--- src/rtl/sevenseg_pkg.sv ---
// Shared constants and helpers for the serial 7-segment sequencer.
// SEVENSEG_SIGNED_EN widens the digit index to make room for the MINUS position.
package sevenseg_pkg;

  localparam logic [2:0] IDLE    = 3'd0;
  localparam logic [2:0] CONVERT = 3'd1;
  localparam logic [2:0] SKIP    = 3'd2;
  localparam logic [2:0] SHOW    = 3'd3;
  localparam logic [2:0] GAP     = 3'd4;

  localparam logic [3:0] GLYPH_BLANK = 4'd10;
  localparam logic [3:0] GLYPH_MINUS = 4'd11;

  // Width of digit_idx: must also encode DIGITS (gap) and, when signed, DIGITS+1 (minus).
  function automatic int unsigned idx_w(input int unsigned digits);
`ifdef SEVENSEG_SIGNED_EN
    return $clog2(digits + 2);
`else
    return $clog2(digits + 1);
`endif
  endfunction

  // Segment pattern {g,f,e,d,c,b,a}, active-high.
  function automatic logic [6:0] seg_glyph(input logic [3:0] code);
    case (code)
      4'd0:        return 7'b0111111;
      4'd1:        return 7'b0000110;
      4'd2:        return 7'b1011011;
      4'd3:        return 7'b1001111;
      4'd4:        return 7'b1100110;
      4'd5:        return 7'b1101101;
      4'd6:        return 7'b1111101;
      4'd7:        return 7'b0000111;
      4'd8:        return 7'b1111111;
      4'd9:        return 7'b1101111;
      GLYPH_MINUS: return 7'b1000000;
      default:     return 7'b0000000;
    endcase
  endfunction

endpackage

--- src/rtl/sevenseg_sequencer_if.sv ---
// Control/display bundle between the game logic and the segment sequencer.
interface sevenseg_sequencer_if #(
  parameter int unsigned WIDTH  = 8,
  parameter int unsigned DIGITS = 3
);
  import sevenseg_pkg::*;

  localparam int unsigned IDX_W = idx_w(DIGITS);

  logic             start;
  logic             trigger;
  logic [WIDTH-1:0] value;
  logic [6:0]       seg;
  logic [IDX_W-1:0] digit_idx;
  logic             busy;
  logic             done;

  modport master (output start, trigger, value, input seg, digit_idx, busy, done);
  modport slave  (input start, trigger, value, output seg, digit_idx, busy, done);

endinterface

--- src/rtl/sevenseg_sequencer_bin2bcd_seq.sv ---
// Serial double-dabble: the load cycle performs the first shift, so the BCD
// result is ready (valid) exactly WIDTH cycles after load.
module bin2bcd_seq #(
  parameter int unsigned WIDTH  = 8,
  parameter int unsigned DIGITS = 3
) (
  input  logic                  clk,
  input  logic                  rst,
  input  logic                  load,
  input  logic [WIDTH-1:0]      bin,
  output logic [DIGITS*4-1:0]   bcd,
  output logic                  valid
);
  localparam int unsigned BCD_W = DIGITS * 4;
  localparam int unsigned CNT_W = $clog2(WIDTH);

  logic [BCD_W-1:0]       bcd_q, bcd_d, src_bcd, adj;
  logic [WIDTH-1:0]       bin_q, bin_d, src_bin;
  logic [CNT_W-1:0]       cnt_q, cnt_d;
  logic                   valid_q, valid_d;
  logic [BCD_W+WIDTH-1:0] shifted;

  always_comb begin
    src_bcd = load ? '0 : bcd_q;
    src_bin = load ? bin : bin_q;
    adj     = src_bcd;
    for (int i = 0; i < int'(DIGITS); i++) begin
      if (src_bcd[i*4 +: 4] > 4'd4) adj[i*4 +: 4] = src_bcd[i*4 +: 4] + 4'd3;
    end
    shifted = {adj, src_bin} << 1;

    bcd_d   = bcd_q;
    bin_d   = bin_q;
    cnt_d   = cnt_q;
    valid_d = valid_q;
    if (load) begin
      {bcd_d, bin_d} = shifted;
      cnt_d          = CNT_W'(WIDTH - 1);
      valid_d        = 1'b0;
    end else if (cnt_q != '0) begin
      {bcd_d, bin_d} = shifted;
      cnt_d          = cnt_q - CNT_W'(1);
      valid_d        = (cnt_q == CNT_W'(1));
    end
  end

  always_ff @(posedge clk) begin
    if (!rst) begin
      bcd_q   <= '0;
      bin_q   <= '0;
      cnt_q   <= '0;
      valid_q <= 1'b0;
    end else begin
      bcd_q   <= bcd_d;
      bin_q   <= bin_d;
      cnt_q   <= cnt_d;
      valid_q <= valid_d;
    end
  end

  assign bcd   = bcd_q;
  assign valid = valid_q;

endmodule

--- src/rtl/sevenseg_sequencer.sv ---
// Latches a binary value, converts it to BCD serially and plays the digits MSD-first
// on one 7-segment output, followed by a blank gap. SEVENSEG_SIGNED_EN: two's complement input.
module sevenseg_sequencer
  import sevenseg_pkg::*;
#(
  parameter int unsigned WIDTH        = 8,
  parameter int unsigned DIGITS       = 3,
  parameter int unsigned DWELL_CYCLES = 0
) (
  input logic                 clk,
  input logic                 rst,
  sevenseg_sequencer_if.slave bus
);
  localparam int unsigned BCD_W = DIGITS * 4;
  localparam int unsigned IDX_W = idx_w(DIGITS);
  localparam int unsigned DW_W  = (DWELL_CYCLES > 0) ? $clog2(DWELL_CYCLES + 1) : 1;
  localparam logic [DW_W-1:0]  DWELL_LAST = DW_W'((DWELL_CYCLES > 0) ? DWELL_CYCLES - 1 : 0);
  localparam logic [IDX_W-1:0] IDX_LSD    = IDX_W'(DIGITS - 1);
  localparam logic [IDX_W-1:0] IDX_GAP    = IDX_W'(DIGITS);
`ifdef SEVENSEG_SIGNED_EN
  localparam logic [IDX_W-1:0] IDX_MINUS  = IDX_W'(DIGITS + 1);
  logic neg_q, neg_d;
`endif

  logic [2:0]       state_q, state_d;
  logic [IDX_W-1:0] idx_q, idx_d;
  logic [6:0]       seg_q, seg_d;
  logic             busy_q, busy_d;
  logic             done_q, done_d;
  logic [DW_W-1:0]  dwell_q, dwell_d;

  logic             conv_load_c;
  logic [WIDTH-1:0] conv_bin_c;
  logic [BCD_W-1:0] bcd;
  logic             conv_valid;
  logic             adv_c;
  logic [IDX_W-1:0] lead_c;
  logic [3:0]       code_c;

  // Magnitude fed to the converter; |-2^(WIDTH-1)| still fits WIDTH unsigned bits.
  always_comb begin
    conv_bin_c = bus.value;
`ifdef SEVENSEG_SIGNED_EN
    if (bus.value[WIDTH-1]) conv_bin_c = ~bus.value + WIDTH'(1);
`endif
  end

  bin2bcd_seq #(
    .WIDTH  (WIDTH),
    .DIGITS (DIGITS)
  ) u_conv (
    .clk   (clk),
    .rst   (rst),
    .load  (conv_load_c),
    .bin   (conv_bin_c),
    .bcd   (bcd),
    .valid (conv_valid)
  );

  // Highest non-zero digit; a zero value falls back to the LSD.
  always_comb begin
    lead_c = IDX_LSD;
    for (int i = int'(DIGITS) - 2; i >= 0; i--) begin
      if (bcd[(int'(DIGITS) - 1 - i)*4 +: 4] != 4'd0) lead_c = IDX_W'(i);
    end
  end

  always_comb begin
    state_d     = state_q;
    idx_d       = idx_q;
    busy_d      = busy_q;
    done_d      = 1'b0;
    dwell_d     = dwell_q;
    conv_load_c = 1'b0;
`ifdef SEVENSEG_SIGNED_EN
    neg_d       = neg_q;
`endif
    adv_c = (DWELL_CYCLES == 0) ? bus.trigger : (dwell_q == DWELL_LAST);

    case (state_q)
      IDLE: begin
        if (bus.start) begin
          state_d     = CONVERT;
          busy_d      = 1'b1;
          conv_load_c = 1'b1;
          idx_d       = '0;
`ifdef SEVENSEG_SIGNED_EN
          neg_d       = bus.value[WIDTH-1];
`endif
        end
      end
      CONVERT: if (conv_valid) state_d = SKIP;
      SKIP: begin
        state_d = SHOW;
        dwell_d = '0;
        idx_d   = lead_c;
`ifdef SEVENSEG_SIGNED_EN
        if (neg_q) idx_d = IDX_MINUS;
`endif
      end
      SHOW, GAP: begin
        dwell_d = dwell_q + DW_W'(1);
        if (adv_c) begin
          dwell_d = '0;
          if (state_q == GAP) begin
            state_d = IDLE;
            idx_d   = '0;
            busy_d  = 1'b0;
            done_d  = 1'b1;
          end else if (idx_q == IDX_LSD) begin
            state_d = GAP;
            idx_d   = IDX_GAP;
          end
`ifdef SEVENSEG_SIGNED_EN
          else if (idx_q == IDX_MINUS) idx_d = lead_c;
`endif
          else idx_d = idx_q + IDX_W'(1);
        end
      end
      default: state_d = IDLE;
    endcase
  end

  // Segments are registered from the next state so they change with digit_idx.
  always_comb begin
    code_c = GLYPH_BLANK;
    if (state_d == SHOW) begin
      for (int i = 0; i < int'(DIGITS); i++) begin
        if (idx_d == IDX_W'(i)) code_c = bcd[(int'(DIGITS) - 1 - i)*4 +: 4];
      end
`ifdef SEVENSEG_SIGNED_EN
      if (idx_d == IDX_MINUS) code_c = GLYPH_MINUS;
`endif
    end
    seg_d = seg_glyph(code_c);
  end

  always_ff @(posedge clk) begin
    if (!rst) begin
      state_q <= IDLE;
      idx_q   <= '0;
      seg_q   <= '0;
      busy_q  <= 1'b0;
      done_q  <= 1'b0;
      dwell_q <= '0;
`ifdef SEVENSEG_SIGNED_EN
      neg_q   <= 1'b0;
`endif
    end else begin
      state_q <= state_d;
      idx_q   <= idx_d;
      seg_q   <= seg_d;
      busy_q  <= busy_d;
      done_q  <= done_d;
      dwell_q <= dwell_d;
`ifdef SEVENSEG_SIGNED_EN
      neg_q   <= neg_d;
`endif
    end
  end

  assign bus.seg       = seg_q;
  assign bus.digit_idx = idx_q;
  assign bus.busy      = busy_q;
  assign bus.done      = done_q;

endmodule

--- src/flat_wrapper.sv ---
// flat-port wrapper written by rule: the top's interface ports become plain ports
module sevenseg_sequencer_flat import sevenseg_pkg::*;
#(
  parameter int unsigned WIDTH        = 8,
  parameter int unsigned DIGITS       = 3,
  parameter int unsigned DWELL_CYCLES = 0
)
  (clk, rst, bus_start, bus_trigger, bus_value, bus_seg, bus_digit_idx, bus_busy, bus_done);
  sevenseg_sequencer_if #(.WIDTH(WIDTH), .DIGITS(DIGITS)) bus_i ();
  input logic clk;
  input logic rst;
  input wire logic [$bits(bus_i.start)-1:0] bus_start;
  input wire logic [$bits(bus_i.trigger)-1:0] bus_trigger;
  input wire logic [$bits(bus_i.value)-1:0] bus_value;
  output wire logic [$bits(bus_i.seg)-1:0] bus_seg;
  output wire logic [$bits(bus_i.digit_idx)-1:0] bus_digit_idx;
  output wire logic [$bits(bus_i.busy)-1:0] bus_busy;
  output wire logic [$bits(bus_i.done)-1:0] bus_done;
  assign bus_i.start = bus_start;
  assign bus_i.trigger = bus_trigger;
  assign bus_i.value = bus_value;
  assign bus_seg = bus_i.seg;
  assign bus_digit_idx = bus_i.digit_idx;
  assign bus_busy = bus_i.busy;
  assign bus_done = bus_i.done;
  sevenseg_sequencer #(.WIDTH(WIDTH), .DIGITS(DIGITS), .DWELL_CYCLES(DWELL_CYCLES)) u_core (.clk(clk), .rst(rst), .bus(bus_i));
endmodule
--- config.mk ---
export PLATFORM = sky130hd
export DESIGN_NAME = sevenseg_sequencer_flat
export DESIGN_NICKNAME = d
export VERILOG_FILES = /design/src/rtl/sevenseg_pkg.sv /design/src/rtl/sevenseg_sequencer_if.sv /design/src/rtl/sevenseg_sequencer_bin2bcd_seq.sv /design/src/rtl/sevenseg_sequencer.sv /design/src/flat_wrapper.sv
export SDC_FILE = /design/constraint.sdc
export NUM_CORES = 1
export LEC_CHECK = 0
export ABC_CLOCK_PERIOD_IN_PS = 3600
export CAP_MARGIN = 20
export CORE_UTILIZATION = 25
export DETAILED_ROUTE_END_ITERATION = 10
export PLACE_DENSITY = 0.48
export SYNTH_ARGS = -nofsm -noshare
export SYNTH_HDL_FRONTEND = slang
export SYNTH_SLANG_ARGS = --single-unit
--- constraint.sdc ---
create_clock -name clk -period 3.6 [get_ports clk]
set_input_delay 0.72 -clock clk [delete_from_list [all_inputs] [get_ports clk]]
set_output_delay 0.72 -clock clk [all_outputs]
set_load 0.05 [all_outputs]
# --- Yosys cells after proc, flatten, opt, wreduce, memory -nomap -nowiden ---
# Memory sizes are Yosys's and may differ from the RTL's. A register that Yosys moved wholly into a read port is not among the register bits.
# Cells that the tools add are included.
op_classes:
  n_eq_ne: 12
  bitwise: 1
  n_lt_le_gt_ge: 3
  n_reduce_logical: 12
  n_addsub: 5
  mux: 35
ops:
  columns: ["operator", "n"]
  rows:
  - ["12-bit 2-to-1 mux", 3]
  - ["3-bit 2-to-1 mux", 8]
  - ["4-bit 2-to-1 mux", 6]
  - ["8-bit 2-to-1 mux", 3]
  - ["4-bit by 3-bit greater-than comparator with 1-bit output, second input constant", 3]
  - ["2-bit 2-to-1 mux", 6]
  - ["3-bit case mux with 4 select lines", 1]
  - ["3-bit by 2-bit equality test with 1-bit output, second input constant", 3]
  - ["4-bit by 2-bit adder with 4-bit output, second input constant", 2]
  - ["4-bit nonzero test", 2]
  - ["3-bit by 1-bit equality test with 1-bit output, second input constant", 2]
  - ["1-bit 2-to-1 mux", 6]
  - ["2-bit case mux with 3 select lines", 1]
  - ["2-bit equality test, second input constant", 2]
  - ["2-bit inequality test, second input constant", 2]
  - ["4-bit AND reduction", 1]
  - ["2-bit nonzero test", 2]
  - ["2-bit OR reduction", 2]
  - ["3-bit by 2-bit adder with 3-bit output, second input constant", 1]
  - ["3-bit equality test, second input constant", 1]
  - ["3-bit logical NOT", 1]
  - ["3-bit AND reduction", 1]
  - ["3-bit nonzero test", 1]
  - ["3-bit by 1-bit subtractor with 3-bit output, second input constant", 1]
  - ["7 further kinds", 7]
totals:
  register_bits: 30
  n_memories: 1
  out_inout_bits: 11
  in_bits: 12
  elab_cells: 77
  romBits: 112
memory_table:
  columns: ["memory", "words", "width", "read_ports", "rd_ports_with_merged_regs", "write_ports", "line", "source"]
  rows:
  - ["(no name shown)", 16, 7, 1, 1, 0, "sevenseg_pkg.sv:25", "case (code)"]

# --- Longest topological paths before layout ---
# Gate-level depths: netlist of run 1.
depth:
  depth_word: 10
  mapped_depth: 14
  depth_no_buf: 13

# --- Cells and area by module ---
# A second synthesis of run 1 with hierarchy kept.
unflattened:
  hier_cells: 269
  area_unflattened_um2: 2240.9
modules_own_cells:
  columns: ["mod", "n_inst", "area_per_inst_um2", "cells_each", "seq_area_each_um2"]
  rows:
  - ["bin2bcd_seq", 1, 1226.2, 139, 460.4]
  - ["sevenseg_sequencer", 1, 1014.7, 130, 280.3]

# --- Worst setup path after synthesis of run 1 ---
# No wires, ideal clock.
synth_path:
  path_kind: "flip-flop to flip-flop"
  from: "register u_core.idx_q[0], in the netlist u_core.bus.digit_idx[0]"
  to: "register u_core.seg_q[4], in the netlist u_core.bus.seg[4]"
  setup_slack_ns: 0.794
  required_ns: 3.477
  path_stages_with_launch: 13
  n_path_buf: 0
  t_arrival_ns: 2.683
  cell_sequence: "dfxtp_1 inv_1 ha_1 nand4bb_1 a21oi_1 a211oi_4 a21oi_2 a22oi_1 nor2_1 inv_1 ha_1 a211oi_2 nor4_1"
synth_between:
  elab_chain_cells: 10
  elab_cells_between_ends: 19
  cone_classes: "1 x add/sub; 4 x eq/ne; 13 x mux; 1 x reduce/logical"
synth_rtl:
  columns: ["element", "line", "source"]
  rows:
  - ["start: declaration", "sevenseg_sequencer.sv:26", "logic [IDX_W-1:0] idx_q, idx_d;"]
  - ["start signal: assignment", "sevenseg_sequencer.sv:151", "idx_q <= idx_d;"]
  - ["2-bit by 1-bit adder with 2-bit output / 2-bit equality test (equally long branches)", "sevenseg_sequencer.sv:117, sevenseg_sequencer.sv:110", null]
  - ["2-bit 2-to-1 mux", "sevenseg_sequencer.sv:110", "end else if (idx_q == IDX_LSD) begin"]
  - ["2-bit 2-to-1 mux", "sevenseg_sequencer.sv:105", "if (state_q == GAP) begin"]
  - ["2-bit 2-to-1 mux", "sevenseg_sequencer.sv:103", "if (adv_c) begin"]
  - ["2-bit case mux with 3 select lines", "sevenseg_sequencer.sv:80", "case (state_q)"]
  - ["2-bit logical NOT", "sevenseg_sequencer.sv:129", "if (idx_d == IDX_W'(i)) code_c = bcd[(int'(DIGITS) - 1 - i)*4 +: 4];"]
  - ["4-bit 2-to-1 mux (3 in series)", "sevenseg_sequencer.sv:129", null]
  - ["4-bit 2-to-1 mux (*)", "sevenseg_sequencer.sv:127", "if (state_d == SHOW) begin"]
  - ["end: declaration", "sevenseg_sequencer.sv:27", "logic [6:0] seg_q, seg_d;"]
# Every way passes the cells marked *; elsewhere a longest branch is shown, timed or not.
# A chain may end at the register's enable or synchronous reset.

# --- Worst setup path in the final report of run 1 ---
layout_path:
  from: "input bus_trigger"
  to: "register u_core.seg_q[1], in the netlist u_core.bus.seg[1]"
layout_between:
  elab_chain_cells: 7
  elab_cells_between_ends: 12
  cone_classes: "3 x eq/ne; 8 x mux; 1 x reduce/logical"
layout_rtl:
  columns: ["element", "line", "source"]
  rows:
  - ["start: declaration", "flat_wrapper.sv:13", "input wire logic [$bits(bus_i.trigger)-1:0] bus_trigger;"]
  - ["2-bit 2-to-1 mux", "sevenseg_sequencer.sv:103", null]
  - ["2-bit case mux with 3 select lines", "sevenseg_sequencer.sv:80", null]
  - ["2-bit logical NOT", "sevenseg_sequencer.sv:129", null]
  - ["4-bit 2-to-1 mux (3 in series)", "sevenseg_sequencer.sv:129", null]
  - ["4-bit 2-to-1 mux (*)", "sevenseg_sequencer.sv:127", null]
# Marks and branches as above.

==> results of run 1 <==
state kept, by name (all words and copies together) (netlist names):
register and flops:
u_core.bus.busy 1, u_core.bus.digit_idx 2, u_core.bus.done 1, u_core.bus.seg 7
u_core.state_q 3, u_core.u_conv.bcd 12, u_core.u_conv.bin_q 7, u_core.u_conv.cnt_q 3
u_core.u_conv.valid 1
cells by family (layout without fill, tap and decap cells):
logic type,Yosys count,count (layout)
AOI/OAI and AO/OA,77,77
xor gates and xnor gates,5,5
adders and majority gates,15,15
buffers and inverters,28,52
DFF,37,37
muxes,4,4
and+or+nand+nor,103,103
critical path, cell delays in order:
cell and delay [ns]:
clkdlybuf4s50_1 0.65, inv_2 0.06, o31a_1 0.33, a211oi_4 0.32, a21oi_2 0.17, a22oi_1 0.27
nor2_1 0.11, ha_1 0.29, inv_1 0.05, o211ai_1 0.17, a21oi_1 0.08
layout make-up:
cell class                      instances  area share
Multi-Input combinational cell        204       0.507
Inverter                               16      0.0232
Sequential cell                        37       0.286
Tap cell                              105      0.0507
Clock buffer                            8      0.0309
Timing Repair Buffer                   28       0.102
power by group:
part	switching [W]	internal (W)
registers	0.0000374	0.000443
clock network	0.000145	0.000138
logic	0.000135	0.0000947
layout by cell type, fill, tap and decap left out, drive strengths merged, types with 2 or more instances in the layout:
cell            n
a31oi           3
ha             15
nand3           7
and2            2
inv            16
a211oi          6
buf             6
o211ai          6
mux2i           4
a21oi          21
clkbuf          8
nand2b          5
nor2b           5
a22oi           3
nand4           2
nor4            3
nor3            6
o22ai           4
and3            2
nand2          34
a21o            2
a311oi          7
clkdlybuf4s50  22
a22o            3
nor2           33
o21ai          11
a32oi           2
dfxtp          37
xnor2           4
metal layers:
metal	global-route usage	up-vias	wire (µm)
li1	-	1008	-
met1	0.158	900	2570
met2	0.205	41	2290
met3	0.0303	6	198
met4	0.0379	0	41
met5	0	-	0
per-stage QoR:
| step | instances | hold slack, ns | total power, W |
|---|---|---|---|
| after floorplan | 269 | 0.455 | 0.000651 |
| after global placement | 390 | 0.466 | 0.000721 |
| after detailed placement | 390 | 0.473 | 0.000721 |
| after CTS | 398 | 0.484 | 0.00101 |
| after global routing | 398 | 0.504 | 0.00107 |
| final | 398 | 0.480 | 0.000993 |
final timing paths:
path              depth (start not counted)  slack, ns                                  end
hold / removal                            2       0.48  u_core.u_conv.bin_q[4]$_SDFFE_PN0P_
setup / recovery                         11       0.50         u_core.bus.seg[1]$_SDFF_PN0_
hold reg to reg                           2       0.48  u_core.u_conv.bin_q[4]$_SDFFE_PN0P_
setup reg to reg                         12       0.82         u_core.bus.seg[4]$_SDFF_PN0_
==> impl_metrics.yaml, run 1 <==
status:
  status: "complete, no violations"
timing:
  rsz0062_at_grt: "no"
  finalHoldViolCount: 0
  worst-slew-pin-transition_ns: 0.831
  worst_slack_ns: 0.503
  tns_ns: 0
  max_slew_margin: 0.445
  period_needed_ns: 3.10
  setup_violations: 0
  skew_ns: 0.00621
  fin_crit_sh: 0.860
  slew_violations: 0
  fmax_mhz: 323
routing:
  drc: 0
  viasPerCell: 4.91
  drtIter0Drc: 85
  antenna_left: 0
  wl_per_cell_um: 12.8
  vias: 1955
  routed_wirelength_um: 5110
  dr.pass1.iters: 4
floorplanning:
  core.rowCount: 33
  die_area_mm2: 0.00907
  die_w_um: 95.2
  initial_utilization: 0.262
  core_mm2: 0.00830
  die_height_um: 95.2
  design.portCount: 23
critical_path:
  r2r_start: "u_core.bus.digit_idx[0]$_SDFF_PN0_"
  critPathMaxFanout: 8
  critPathRequiredTime_ns: 3.73
  end_kind: "register"
  crit_start: "bus_trigger"
  critPathKind: "input port to register"
  start_kind: "input port"
  cp.arrival_ns: 3.23
global_routing:
  grt_overflow: 0
  grt_pass1_vias: 1822
  antenna_found_initial: 0
  grt_usage: 0.124
  grt_max_degree: 24
  grt_pass1_wl_um: 8670
cts:
  post_cts_resized: 0
  insertion_delay_ns: 0.29
  post-cts-setup-buffers: 0
  ctsLongestPathBuffers: 2
  ctsHtreeMaxLevel: 2
  cts_sinks: 37
  cts_buffers: 5
  clk_pin_slew_ns: 0.07
  cts_tree: "built"
  hold_buffers: 0
  cts-root-buf: "clkbuf_8"
logic_synthesis:
  synth_nets: 296
  synth_warnings: 0
  async_flop_share: 0
  syn_inst: 269
  synth.top_cells.by_count: "dfxtp_1 (37), nand2_1 (34), nor2_1 (33)"
  synth_top_flop_cell: "dfxtp_1"
  synth_compound_area_frac: 0.263
  yosys.cell_count.top_type: "dfxtp_1"
  synthMuxAreaShare: 0.0184
  avgSynthCellArea_um2: 8.08
  synth_top_area_frac: 0.341
  synth_edf_count: 0
  synth_sequential_area_ratio: 0.341
  yosys.area.top_type: "dfxtp_1"
  synthAdderAreaFrac: 0.0864
  netlist_top_cells_area: "dfxtp_1 (34%), ha_1 (8.6%), nand2_1 (5.9%), nor2_1 (5.7%), a21oi_1 (4.6%)"
  synthSimpleGateAreaFrac: 0.217
  ys_ff_latch: 37
  ys_types: 52
  synth_top_family_by_area: "compound AO/OA/AOI/OAI gates"
  syn-cell-area_mm2: 0.00217
  synthXorXnorAreaFrac: 0.0201
power:
  ir_drop_uv: 150
  p_leak_nw: 0.946
  power_density_mw_per_mm2: 383
placed_design:
  placed_area_mm2: 0.00251
  dpl_worst_slack_ns: 0.207
  dp_hpwl_um: 3640
  routabilityCongestion: 0.841
  io_buffers: 22
worst_hold_path:
  hp-start: "u_core.u_conv.bin_q[3]$_SDFFE_PN0P_"
  worstHoldPathType: "register to register"
cells_and_area:
  layout.nets: 319
  fin_util: 0.312
  multi_input_area_mm2: 0.00132
  diodes: 0
  drive_gt1_frac: 0.0683
  final_area_mm2: 0.00259
  seqCellArea_um2: 741
  fillers: 908
  area.growth.synth_to_final_pct: 19.3
flow_run:
  maxCapViolCount: 0
Note: power is estimated with default switching activity, not from simulation.
==> inputs of run 2 (changes only) <==
ABC_CLOCK_PERIOD_IN_PS = 2700   (was 3600)
PLACE_DENSITY = 0.49   (was 0.48)
clock period = 2.7 ns   (was 3.6 ns; I/O delays follow)
==> run 2 against run 1 <==
Total power grew 39%. Sequential share of layout area shrank 2.0 points. Design area grew 8.0%. Setup slack lost 0.36 ns. First-iteration DRC count is the same. Sequential cell count is the same. Combinational power grew 53%. Clock skew grew 0.0050 ns. Routed wire length grew 7.8%. Worst hold slack gained 0.0058 ns. Register-to-register slack lost 0.67 ns. Non-clock buffer count grew 24.
==> impl_metrics.yaml, run 2 (same netlist as run 1, synthesis figures left out) <==
status:
  status: "complete, no violations"
routing:
  drc: 0
  dr.pass1.iters: 4
  viasPerCell: 4.90
  vias: 2067
  drtIter0Drc: 85
  routed_wirelength_um: 5500
  wl_per_cell_um: 13.0
  antenna_left: 0
timing:
  finalHoldViolCount: 0
  whs_ns: 0.486
  worst-slew-pin-transition_ns: 0.588
  fin_crit_sh: 0.946
  slew_violations: 0
  skew_ns: 0.0113
  period_needed_ns: 2.55
  max_slew_margin: 0.608
  setup_violations: 0
  fmax_mhz: 392
cells_and_area:
  multi_input_area_mm2: 0.00133
  seqCellArea_um2: 744
  area.growth.synth_to_final_pct: 28.8
  final_cell_mix: "nand2_1 (34), dfxtp_1 (34), nor2_1 (32)"
  diodes: 0
  final_cells: 422
  layout.nets: 343
  largest_reg_flops: 12
  final_area_mm2: 0.00280
  drive_gt1_frac: 0.174
  fillers: 897
global_routing:
  grt_overflow: 0
  grt_pass1_vias: 2041
  grt_max_degree: 16
  grt_usage: 0.133
  grt_pass1_wl_um: 9370
  antenna_found_initial: 0
critical_path:
  crit_buf_inv: 2
  critPathMaxFanout: 5
  end_kind: "register"
  critPathTopFamily: "compound AO/OA/AOI/OAI gates"
  cp_cell_sequence: "inv_1 -> ha_1 -> nand4bb_1 -> a21oi_1 -> a211oi_4 -> a21o_2 -> o22ai_1 -> nand2_1 -> ha_1 -> inv_1 -> o211ai_1 -> a21oi_1"
  critPathKind: "register to register"
  slowest_delay_ns: 0.36
  cp.arrival_ns: 2.73
  crit_slowest_cell: "dfxtp_2"
  start_kind: "register"
  critPathRequiredTime_ns: 2.88
cts:
  ctsLongestPathBuffers: 2
  ctsHtreeMaxLevel: 2
  cts_sinks: 37
  hold_buffers: 0
  insertion_delay_ns: 0.29
  cts-root-buf: "clkbuf_8"
  clk_pin_slew_ns: 0.09
  cts_tree: "built"
  cts_buffers: 5
placed_design:
  io_buffers: 22
  dp_hpwl_um: 4070
  placed_cells: 413
  routabilityCongestion: 0.851
  placed_area_mm2: 0.00269
floorplanning:
  die_height_um: 95.2
  die_w_um: 95.2
  initial_utilization: 0.262
  design.portCount: 23
  die_area_mm2: 0.00907
  core_mm2: 0.00830
  core.rowCount: 33
power:
  p_leak_nw: 1.08
  power_density_mw_per_mm2: 492
  ir_drop_uv: 201
flow_run:
  maxCapViolCount: 0
worst_hold_path:
  worstHoldPathType: "register to register"
-- run 2: changes by cell type in the layout (fill, tap and decap cells not counted), moves of 2 or more --
cell	delta
dfxtp_1	-3
dfxtp_2	+3
buf_4	+24
clkinv_2	+2
clkbuf_1	-3
clkdlybuf4s50_1	-2
-- run 2: per-layer routing --
metal | vias to the layer above | part of all wire | global-route usage
met2 | 49 | 0.47 | 0.227
met1 | 961 | 0.47 | 0.165
met4 | 0 | 0.013 | 0.0354
li1 | 1049 | - | -
met3 | 8 | 0.049 | 0.0311
met5 | - | 0 | 0
-- run 2: worst paths after layout --
check | cells after the start | start | end | slack [ns]
setup / recovery | 12 | u_core.bus.digit_idx[0]$_SDFF_PN0_ | u_core.bus.seg[1]$_SDFF_PN0_ | 0.15
hold / removal | 2 | u_core.u_conv.bin_q[3]$_SDFFE_PN0P_ | u_core.u_conv.bin_q[4]$_SDFFE_PN0P_ | 0.49
setup reg to reg | 12 | u_core.bus.digit_idx[0]$_SDFF_PN0_ | u_core.bus.seg[1]$_SDFF_PN0_ | 0.15
hold reg to reg | 2 | u_core.u_conv.bin_q[3]$_SDFFE_PN0P_ | u_core.u_conv.bin_q[4]$_SDFFE_PN0P_ | 0.49
-- run 2: worst min-delay path, cell delays in order, from the launching register on --
cell and delay [ns]:
dfxtp_1 0.32, nand2_1 0.05, a311oi_1 0.07
-- run 2: cell type report --
type | instances | area share
Clock buffer | 5 | 0.0246
Clock inverter | 3 | 0.00626
Inverter | 16 | 0.0214
Multi-Input combinational cell | 204 | 0.475
Sequential cell | 37 | 0.266
Tap cell | 105 | 0.0469
Timing Repair Buffer | 52 | 0.160
-- run 2: where the power goes --
part	internal, W	total, W	leakage [nW]	switching (W)
clock	0.000178	0.000392	0.0439	0.000214
sequential	0.000590	0.000633	0.304	0.0000428
combinational	0.000152	0.000352	0.729	0.000199
total	0.000921	0.00138	1.08	0.000455
-- run 2: timing repair --
item / 4_1_cts / 5_1_grt
resized for setup: 1 / 8
hold endpoints to repair: 0 / 0
endpoints found under the setup margin: 7 / 10
pin swaps: 2 / 4
buffers inserted: 0 / 1
-- run 2: per-stage QoR --
stage / utilization / total power, W / setup TNS [ns] / setup WS (ns)
floorplan: - / 0.000868 / 0 / 0.0753
global placement: 0.324 / 0.000991 / -2.19 / -0.311
detailed placement: 0.324 / 0.000996 / -2.59 / -0.336
CTS: 0.334 / 0.00140 / 0 / 0.00750
global route: 0.337 / 0.00147 / -0.0391 / -0.0242
finish: 0.337 / 0.00138 / 0 / 0.146
